## src/rtl/imem_loader.sv

```systemverilog
// imem_loader
//   Boot-time program loader for the instruction memory. Receives a byte
//   stream made of a 16-bit big-endian word count N followed by N big-endian
//   32-bit instruction words, writes them to instruction memory starting at
//   word address 0, and keeps the CPU in reset until the load is finished.
//
// Ports
//   clk       in   system clock, rising edge
//   rst       in   asynchronous reset, active-high
//   start     in   one-cycle pulse, begins a load (only in IDLE or DONE)
//   in_valid  in   byte stream valid
//   in_data   in   byte stream data
//   in_ready  out  byte accepted when in_valid && in_ready
//   im_we     out  instruction-memory write strobe, one cycle per word
//   im_addr   out  word address for im_wdata
//   im_wdata  out  assembled instruction word
//   cpu_hold  out  1 = CPU must be held in reset
//   done      out  1 = load complete, CPU released
//   err       out  sticky: header word count exceeded memory depth
//   word_cnt  out  words accepted so far in the current load
module imem_loader #(
    parameter int ADDR_WIDTH = 8
) (
    input  logic                  clk,
    input  logic                  rst,
    input  logic                  start,
    input  logic                  in_valid,
    input  logic [7:0]            in_data,
    output logic                  in_ready,
    output logic                  im_we,
    output logic [ADDR_WIDTH-1:0] im_addr,
    output logic [31:0]           im_wdata,
    output logic                  cpu_hold,
    output logic                  done,
    output logic                  err,
    output logic [15:0]           word_cnt
);

    // Memory depth held in 17 bits so that a depth of 2**16 still compares
    // correctly against 16-bit counts.
    localparam logic [16:0] DEPTH = 17'(2 ** ADDR_WIDTH);

    typedef enum logic [2:0] {
        S_IDLE,
        S_LEN_HI,
        S_LEN_LO,
        S_DATA,
        S_WRITE,
        S_DONE
    } state_t;

    state_t      state_reg, state_next;
    logic [15:0] n_reg, n_next;
    logic [1:0]  byte_idx_reg, byte_idx_next;
    logic [31:0] wdata_reg, wdata_next;
    logic [15:0] word_cnt_reg, word_cnt_next;
    logic        err_reg, err_next;

    logic        accept;
    logic [15:0] len_full;

    always_ff @(posedge clk or posedge rst) begin
        if (rst) begin
            state_reg    <= S_IDLE;
            n_reg        <= '0;
            byte_idx_reg <= '0;
            wdata_reg    <= '0;
            word_cnt_reg <= '0;
            err_reg      <= 1'b0;
        end else begin
            state_reg    <= state_next;
            n_reg        <= n_next;
            byte_idx_reg <= byte_idx_next;
            wdata_reg    <= wdata_next;
            word_cnt_reg <= word_cnt_next;
            err_reg      <= err_next;
        end
    end

    assign in_ready = (state_reg == S_LEN_HI) || (state_reg == S_LEN_LO) ||
                      (state_reg == S_DATA);
    assign accept   = in_valid && in_ready;

    always_comb begin
        state_next    = state_reg;
        n_next        = n_reg;
        byte_idx_next = byte_idx_reg;
        wdata_next    = wdata_reg;
        word_cnt_next = word_cnt_reg;
        err_next      = err_reg;
        len_full      = {n_reg[15:8], in_data};

        case (state_reg)
            S_IDLE, S_DONE: begin
                if (start) begin
                    state_next    = S_LEN_HI;
                    n_next        = '0;
                    byte_idx_next = '0;
                    word_cnt_next = '0;
                    err_next      = 1'b0;
                end
            end
            S_LEN_HI: begin
                if (accept) begin
                    n_next[15:8] = in_data;
                    state_next   = S_LEN_LO;
                end
            end
            S_LEN_LO: begin
                if (accept) begin
                    n_next[7:0] = in_data;
                    if ({1'b0, len_full} > DEPTH) begin
                        err_next = 1'b1;
                    end
                    state_next = (len_full == 16'd0) ? S_DONE : S_DATA;
                end
            end
            S_DATA: begin
                // Shift in MSB first: after four bytes, byte 0 sits in [31:24].
                if (accept) begin
                    wdata_next    = {wdata_reg[23:0], in_data};
                    byte_idx_next = byte_idx_reg + 2'd1;
                    if (byte_idx_reg == 2'd3) begin
                        state_next = S_WRITE;
                    end
                end
            end
            S_WRITE: begin
                word_cnt_next = word_cnt_reg + 16'd1;
                if (({1'b0, word_cnt_reg} + 17'd1) < {1'b0, n_reg}) begin
                    state_next = S_DATA;
                end else begin
                    state_next = S_DONE;
                end
            end
            default: begin
                state_next = S_IDLE;
            end
        endcase
    end

    // Words beyond the memory depth are consumed but never written, so the
    // truncated address can never alias onto already-loaded words.
    assign im_we    = (state_reg == S_WRITE) && ({1'b0, word_cnt_reg} < DEPTH);
    assign im_addr  = word_cnt_reg[ADDR_WIDTH-1:0];
    assign im_wdata = wdata_reg;
    assign cpu_hold = (state_reg != S_DONE);
    assign done     = (state_reg == S_DONE);
    assign err      = err_reg;
    assign word_cnt = word_cnt_reg;

endmodule

```

## config.mk

```make
export PLATFORM = sky130hd
export DESIGN_NAME = imem_loader
export DESIGN_NICKNAME = d
export VERILOG_FILES = /design/src/rtl/imem_loader.sv
export SDC_FILE = /design/constraint.sdc
export NUM_CORES = 1
export LEC_CHECK = 0
export BUFFER_PORTS_ARGS = -buffer_cell sky130_fd_sc_hd__clkbuf_2
export CAP_MARGIN = 20
export CORE_UTILIZATION = 50
export DETAILED_ROUTE_END_ITERATION = 7
export GPL_TIMING_DRIVEN = 0
export PLACE_DENSITY = 0.72
export SYNTH_ARGS = -nofsm -noshare
export SYNTH_HDL_FRONTEND = slang
export SYNTH_SLANG_ARGS = --single-unit
```

## constraint.sdc

```tcl
create_clock -name clk -period 3.3 [get_ports clk]
set_clock_uncertainty 0.05 [all_clocks]
set_input_delay 0.66 -clock clk [delete_from_list [all_inputs] [get_ports clk]]
set_output_delay 0.66 -clock clk [all_outputs]
set_load 0.005 [all_outputs]
```

# Word-level counts from Yosys, hierarchy flattened
# Cells that the tools add are included.
op_classes:
  add_sub_neg: 3
  mul: 0
  div_mod_pow: 0
  n_lt_le_gt_ge: 3
  n_eq_ne: 13
  shift: 0
  mux: 20
  bitwise_logic: 0
  n_reduce_logical: 18
ops:
  columns: ["cell", "n"]
  rows:
  - ["$pmux 16 s2", 1]
  - ["$pmux 8 s2", 2]
  - ["$mux 3", 7]
  - ["$add 16x1->17 const B", 1]
  - ["$lt 17x16->1", 1]
  - ["$add 16x1->16 const B", 1]
  - ["$gt 16x9->1 const B", 1]
  - ["$logic_not 16->1", 1]
  - ["$lt 16x9->1 const B", 1]
  - ["$mux 16", 1]
  - ["$pmux 3 s5", 1]
  - ["$reduce_and 3->1", 3]
  - ["$mux 8", 1]
  - ["$ne 2x2->1 const B", 4]
  - ["$reduce_bool 2->1", 4]
  - ["$eq 3x2->1 const B", 2]
  - ["$eq 3x3->1 const B", 2]
  - ["$reduce_and 5->1", 1]
  - ["$mux 2", 2]
  - ["$ne 2x1->1 const B", 2]
  - ["$pmux 2 s2", 1]
  - ["$reduce_and 2->1", 2]
  - ["$reduce_and 4->1", 1]
  - ["$eq 3x1->1 const B", 1]
  - ["other kinds (9)", 13]
totals:
  ff_bits: 70
  latchBits: 0
  ram_bits: 0
  mem_bits_ro: 0
  out_inout_bits: 61
  wordCells: 64
  n_memories: 0

# Longest topological paths before layout
# Gate-level depths: netlist of the first run.
depth:
  depth_word: 6
  depth_mapped: 12
  ltp_nobuf: 12

# Worst setup path before layout of the first run
# OpenSTA, ideal clock, no wires.
synth_path:
  path_kind: "reg2reg"
  startpoint: "register word_cnt_reg[0] (netlist: word_cnt[0])"
  endpoint: "register state_reg[2]"
  setup_ps: 126
  arrival_time_ps: 2454
  path_slack_ps: 670
  path_stages_with_launch: 13
  path_buffers: 0
  period_less_slack_ps: 2630
  cell_sequence: "dfrtp_1 > ha_1 > nand3_2 > nor2_1 > nand3_1 > nor2_1 > xor2_1 > ha_1 > a21oi_1 > o21ai_0 > nand2b_1 > o2111ai_1 > a221o_1"
synth_between:
  elab_chain_len: 4
synth_rtl:
  columns: ["item", "line", "source"]
  rows:
  - ["start: declaration", "56", "logic [15:0] word_cnt_reg, word_cnt_next;"]
  - ["start signal: assignment", "75", "word_cnt_reg <= word_cnt_next;"]
  - ["$add 16x1->17", "130", "if (({1'b0, word_cnt_reg} + 17'd1) < {1'b0, n_reg}) begin"]
  - ["$lt 17x16->1", "130", null]
  - ["$mux 3", "130", null]
  - ["$pmux 3 s5", "93", "case (state_reg)"]
  - ["end signal: assignment", "71", "state_reg <= state_next;"]
  - ["end: declaration", "52", "state_t state_reg, state_next;"]
# No other way between the ends.
# A chain may end at the register's enable or synchronous reset.

# Final worst setup path of the first run
layout_path:
  startpoint: "register word_cnt_reg[1] (netlist: word_cnt[1])"
  endpoint: "register state_reg[2]"
# The elaborated chain is that of the path after synthesis.

==> out/qor.yml, run 1 <==
total_power_w: 0.00432
ys_warn_count: 0
criticalPathCategory: "flip-flop to flip-flop"
io_buffers: 72
pwr_density_cell_mw_per_mm2: 959
clkLatencyLatePin_ns: 0.36
ys_ff_latch: 70
cts_resized: 0
routed_wl_mm: 8.53
r2r-start: "word_cnt[1]"
clk_pin_slew_ns: 0.08
crit_arrival_ns: 3.16
crit_required_ns: 3.49
finalMaxSlewViolations: 0
drive_above_1_share_pct: 35.5
grt_max_degree: 71
first_global_vias: 2731
reg2reg_slack_ns: 0.33
critPathLaunch: "word_cnt[1]"
cts.sinks: 70
synth_top_cell_by_area: "dfrtp_1"
synth_area_per_cell_um2: 11.2
grt-busiest-layer: "met2"
via_per_inst: 5.54
r2r_cells: 12
synth.area.top_cells: "dfrtp_1, mux2_4, ha_1"
die_h_um: 89.3
gr-total-overflow: 0
hold_viol: 0
drt_iter0_drc: 204
hpwlAfterDp_mm: 6.05
crit_top_cell: "ha_1"
via_count: 2917
fin_nets: 452
tritoncts: "built"
grt_pass1_wl_mm: 13.6
cts_root_buffer: "clkbuf_8"
cts_buffer_depth: 2
drc: 0
htree_levels: 3
relSlewSlack_pct: 42.2
ant_nets: 0
hold_ws_ns: 0.425
synthFlopType: "dfrtp_1"
setup_viol: 0
core_mm2: 0.00729
path_cells: "ha_1 -> nand3_2 -> nor2_2 -> nand3_1 -> nor2_1 -> xor2_1 -> ha_1 -> a21oi_1 -> o21ai_0 -> nand2b_1 -> o2111ai_1 -> a221o_1"
io_pins: 73
fp-row-count: 31
fin_crit_ns: 2.97
n_antenna_cell: 0
hold_buffers: 0
ys_seq_area_share_pct: 46.0
timing.rr.end: "state_reg[2]"
status: "completed"
dr.pass1.iters: 4
slowest_stage: "dfrtp_1"
vdd_drop_max_mv: 0.414
crit_fanout: 6
cts_made_buffers: 9
fmax_ghz: 0.337
gr-usage-met2_pct: 37.0
synth_cell_types: 55
antenna_found_initial: 0
syn_inst: 340
synthArstFlopShare_pct: 100
p_leak_nw: 2.26
grt_use_total_pct: 23.0
largest_reg_flops: 32
post_cts_buffers: 0
cp-start-kind: "flip-flop"
synthDominantCellAreaShare_pct: 46.0
place.gp.congestion: 0.829
avgRoutedWirePerCell_um: 16.2
initial_utilization_pct: 52.3
grtUsageMet1_pct: 30.6
grt_setup_unrepaired: "no"
cap_violations: 0
met3_usage_pct: 6.00
finalSetupTns_ns: 0
tightest_slew_ns: 0.867
fin_util_pct: 61.8
area_delta_synth_final_pct: 18.2
period_share_pct: 90.0
end_kind: "flip-flop"
holdCritPathClass: "input port to async pin"
die_w_um: 89.3
synth_edf_count: 0
syn-cell-area_mm2: 0.00381
critPathMaxStageDelay_ns: 0.44
syn-num-nets: 369
dieArea_mm2: 0.00798
## metrics by stage
stage,setup WS [ns],instance area [um^2],std cells
CTS,0.180,4500,527
detailed placement,0.196,4300,511
global placement,-0.0214,4300,511
floorplan,0.670,3810,340
global route,0.0590,4510,527
finish,0.329,4510,527
## kinds of logic (layout without fill, tap and decap cells)
group           count (synthesis)  count (layout)  synth area share (%)
simple gates                   80              80                  12.2
compound gates                 77              77                  14.2
buf+inv                        47             135                  6.70
mux                            34              34                  11.9
flops                          70              70                  46.0
xor+xnor                       15              15                  3.45
fa+ha+maj                      17              17                  5.58
## power by group
part	internal [W]	switching [W]	total [W]
Combinational	0.00106	0.000910	0.00197
Sequential	0.00126	0.000357	0.00162
Clock	0.000358	0.000371	0.000729
Total	0.00268	0.00164	0.00432
## cell usage after synthesis (all sizes together), types with 2 or more instances
cell	number
dfrtp	70
mux2	32
nand2	28
inv	24
buf	23
o21ai	21
ha	17
nor2	16
o31ai	13
a21oi	9
a22o	8
nand3	8
xor2	8
xnor2	7
nand4	6
nor4	5
o211ai	4
a31oi	3
and3	3
nor3	3
o22ai	3
a211o	2
a211oi	2
mux2i	2
nand2b	2
nand3b	2
or3	2
## layout by cell type (no fill, tap or decap), types with 2 or more instances in the layout
cell and instances:
buf_6 4, a31oi_1 3, and3_1 3, mux2_4 20, o22ai_1 3, nor4_1 4
mux2_1 6, buf_4 10, ha_1 17, dfrtp_1 69, nand2_1 28, buf_2 9
nand4_2 2, inv_6 3, mux2i_1 2, xor2_1 8, clkbuf_8 9, nand3_1 7
nor2_2 2, nand3b_1 2, o21ai_0 18, or3_1 2, o31ai_1 13, o21ai_1 3
nand4_1 4, clkinvlp_4 2, nor3_4 2, nand2b_1 2, inv_1 23, a211oi_1 2
a21oi_1 8, a211o_1 2, clkbuf_2 72, xnor2_1 7, a22o_1 8, mux2_2 6
o211ai_1 4, nor2_1 14
## area by class of cell
| class | instances | area [um^2] |
|---|---|---|
| Sequential cell | 70 | 1750 |
| Buffer | 23 | 165 |
| Timing Repair Buffer | 72 | 360 |
| Inverter | 24 | 92.6 |
| Clock buffer | 9 | 124 |
| Clock inverter | 7 | 80.1 |
| Multi-Input combinational cell | 223 | 1810 |
| Fill cell | 623 | 2790 |
| Tap cell | 99 | 124 |
## worst max path at each step
| stage | to | cells past startpoint |
|---|---|---|
| after floorplan | state_reg[2] | 12 |
| after global routing | state_reg[2] | 12 |
| after global placement | word_cnt[3] | 2 |
| after CTS | state_reg[2] | 12 |
| after detailed placement | state_reg[2] | 12 |
| final | state_reg[2] | 12 |
## critical path: cells and delay by family, from the launching register on
family | cells | cell delay, ns
flops | 1 | 0.44
compound gates | 4 | 0.79
simple gates | 5 | 0.82
fa+ha+maj | 2 | 0.57
xor+xnor | 1 | 0.20
## routing by layer
layer,routed length [um],up-vias
met5,0,-
met4,113,0
met3,350,13
met2,4250,69
met1,3820,1447
li1,-,1388
(Power assumes the default switching activity.)
==> inputs of run 2 (changes only) <==
--- a/config.mk
+++ b/config.mk
@@ -7,10 +7,10 @@
 export LEC_CHECK = 0
 export BUFFER_PORTS_ARGS = -buffer_cell sky130_fd_sc_hd__clkbuf_2
 export CAP_MARGIN = 20
-export CORE_UTILIZATION = 50
+export CORE_UTILIZATION = 35
 export DETAILED_ROUTE_END_ITERATION = 7
 export GPL_TIMING_DRIVEN = 0
-export PLACE_DENSITY = 0.72
+export PLACE_DENSITY = 0.54
 export SYNTH_ARGS = -nofsm -noshare
 export SYNTH_HDL_FRONTEND = slang
 export SYNTH_SLANG_ARGS = --single-unit
==> run 2 against run 1 <==
Effect of this change: clock power fell by 8.2%; setup slack got worse by 0.025 ns; utilization fell by 18 points; non-clock buffer count rose by 1; critical path type unchanged; critical endpoint unchanged; highest routed layer unchanged.
==> out/qor.yml, run 2 (synthesized netlist as in run 1, its figures left out) <==
io_buffers: 72  # unchanged
grt_setup_unrepaired: "no"
relSlewSlack_pct: 51.2  # +9.0 points
slowest_stage: "dfrtp_1"
finalNonFillerCells: 565  # +7.2%
final_cell_mix: "clkbuf_2, dfrtp_1, nand2_1, inv_1, mux2_4"
power_switching_w: 0.00164  # about the same
hold_ws_ns: 0.185  # -0.240 ns
path_cells: "ha_1 -> nand3_2 -> nor2_2 -> nand3_1 -> nor2_1 -> xor2_1 -> ha_1 -> a21oi_1 -> o21ai_0 -> nand2b_1 -> o2111ai_1 -> a221o_1"
crit_fanout: 6  # unchanged
drive_above_1_share_pct: 35.7  # +0.15 points
finalWorstSetupSlack_ns: 0.303  # -0.0254 ns
cts.sinks: 70  # unchanged
initial_utilization_pct: 36.4  # -16 points
seqPwrFrac_pct: 38.1  # +0.7 points
die_w_um: 106  # +19%
fin_crit_ns: 3.00  # +0.0254 ns
largest_reg_flops: 32  # unchanged
fp-row-count: 37  # +19%
fmax_ghz: 0.334  # -0.85%
pwr_density_cell_mw_per_mm2: 932  # -2.8%
cap_violations: 0  # unchanged
dr.pass1.iters: 5  # +1
dieArea_mm2: 0.0113  # +42%
met2_wirelength_mm: 4.03  # -5.0%
hold_buffers: 0  # unchanged
tightest_slew_ns: 0.729  # -0.138 ns
drc: 0  # unchanged
core_mm2: 0.0105  # +43%
fin_util_pct: 43.6  # -18 points
htree_levels: 3  # unchanged
setup_viol: 0  # unchanged
cp.buffers_inverters: 0  # unchanged
clkLatencyLatePin_ns: 0.35  # about the same
crit_top_cell: "ha_1"
grt_pass1_wl_mm: 14.5  # +6.6%
fill_cells: 1050  # +69%
gr-total-overflow: 0  # unchanged
ant_nets: 0  # unchanged
grt_max_degree: 55  # -23%
drt_iter0_drc: 134  # -34%
combinationalPowerShare_pct: 46.2  # +0.5 points
place.gp.congestion: 0.798  # -3.8%
dp.cells: 549  # +7.4%
switching_share_pct: 38.5  # +0.62 points
highest_layer: "met4"
p_int_w: 0.00261  # -2.6%
p_leak_nw: 2.26  # +0.20%
cp-start-kind: "flip-flop"
fin_nets: 453  # +0.22%
finalMaxSlewViolations: 0  # unchanged
tritoncts: "built"
hold_viol: 0  # unchanged
drt-met1-wl_mm: 4.56  # +19%
cts_buffer_depth: 2  # unchanged
place_ws_ns: 0.201  # +0.00439 ns
vdd_drop_max_mv: 0.343  # -17%
period_share_pct: 90.8  # +0.77 points
via_count: 2884  # -1.1%
io_pins: 73  # unchanged
criticalPathCategory: "flip-flop to flip-flop"
critPathMaxStageDelay_ns: 0.47  # +0.03 ns
cts_made_buffers: 9  # unchanged
crit_family: "simple AND/OR/NAND/NOR gates"
n_antenna_cell: 0  # unchanged
first_global_vias: 2714  # -0.62%
via_per_inst: 5.10  # -7.8%
final_common_cell: "clkbuf_2"
post_cts_buffers: 0  # unchanged
finalSetupTns_ns: 0  # unchanged
dr_wl_met3_um: 294  # -16%
crit_arrival_ns: 3.19  # +0.03 ns
routed_wl_mm: 8.95  # +4.9%
clk_pin_slew_ns: 0.09  # about the same
end_kind: "flip-flop"
antenna_found_initial: 0  # unchanged
cts_root_buffer: "clkbuf_8"
crit_required_ns: 3.49  # about the same
clock_power_share_pct: 15.7  # -1.2 points
die_h_um: 106  # +19%
status: "completed"
avgRoutedWirePerCell_um: 15.8  # -2.2%
area_delta_synth_final_pct: 19.7
grt_use_total_pct: 16.7  # -6.3 points
holdCritPathClass: "input port to async pin"
hpwlAfterDp_mm: 6.48  # +7.1%
## run 2: cell count changes in the layout (fill, tap and decap cells not counted), sizes merged
| cell | change |
|---|---|
| bufinv | -1 |
| buf | +1 |
| inv | +1 |
## run 2: final cells by class
class | instances | area (um^2) | share of cell area [%]
sequential | 70 | 1750 | 38.4
tap | 136 | 170 | 3.73
clock buffer | 9 | 124 | 2.72
timing repair buffer | 73 | 388 | 8.50
clock inverter | 7 | 61.3 | 1.34
multi-input combinational | 223 | 1810 | 39.6
buffer | 23 | 165 | 3.62
inverter | 24 | 92.6 | 2.03
## run 2: power groups by stage
stage / sequential [W] / clock, W / combinational [W]
finish: 0.00162 / 0.000669 / 0.00196
global route: 0.00168 / 0.000730 / 0.00219
CTS: 0.00162 / 0.000688 / 0.00198
detailed placement: 0.00164 / 0 / 0.00197
global placement: 0.00162 / 0 / 0.00193
floorplan: 0.00159 / 0 / 0.00133
## run 2: per-stage QoR
step / area (um^2) / power [W]
after detailed placement: 4370 / 0.00360
after global placement: 4340 / 0.00355
after floorplan: 3810 / 0.00292
after global routing: 4560 / 0.00460
final: 4560 / 0.00425
after CTS: 4560 / 0.00429
## run 2: worst register-to-register path, cell delays in order (launching register included)
cell and delay [ns]:
dfrtp_1 0.47, ha_1 0.29, nand3_2 0.21, nor2_2 0.25, nand3_1 0.17, nor2_1 0.15, xor2_1 0.21, ha_1 0.29
a21oi_1 0.14, o21ai_0 0.09, nand2b_1 0.07, o2111ai_1 0.17, a221o_1 0.33
## run 2: timing repair
action,CTS,global route
resized for setup,0,2
hold endpoints to repair,0,0
setup endpoints to repair,0,1
## run 2: final timing paths
check,from,cells past startpoint,to,slack (ns)
hold reg to reg,im_wdata[31],1,im_wdata[31],0.46
hold / removal,rst,2,word_cnt[3],0.19
min in group clk,im_wdata[31],1,im_wdata[31],0.46
max in group asynchronous,rst,3,n_reg[14],2.47
setup reg to reg,word_cnt[1],12,state_reg[2],0.30
setup / recovery,word_cnt[1],12,state_reg[2],0.30
## run 2: metal layers
layer / vias to the layer above / track usage [%]
met2: 55 / 25.0
li1: 1395 / -
met4: 0 / 3.67
met5: - / 0
met3: 7 / 4.66
met1: 1427 / 23.7
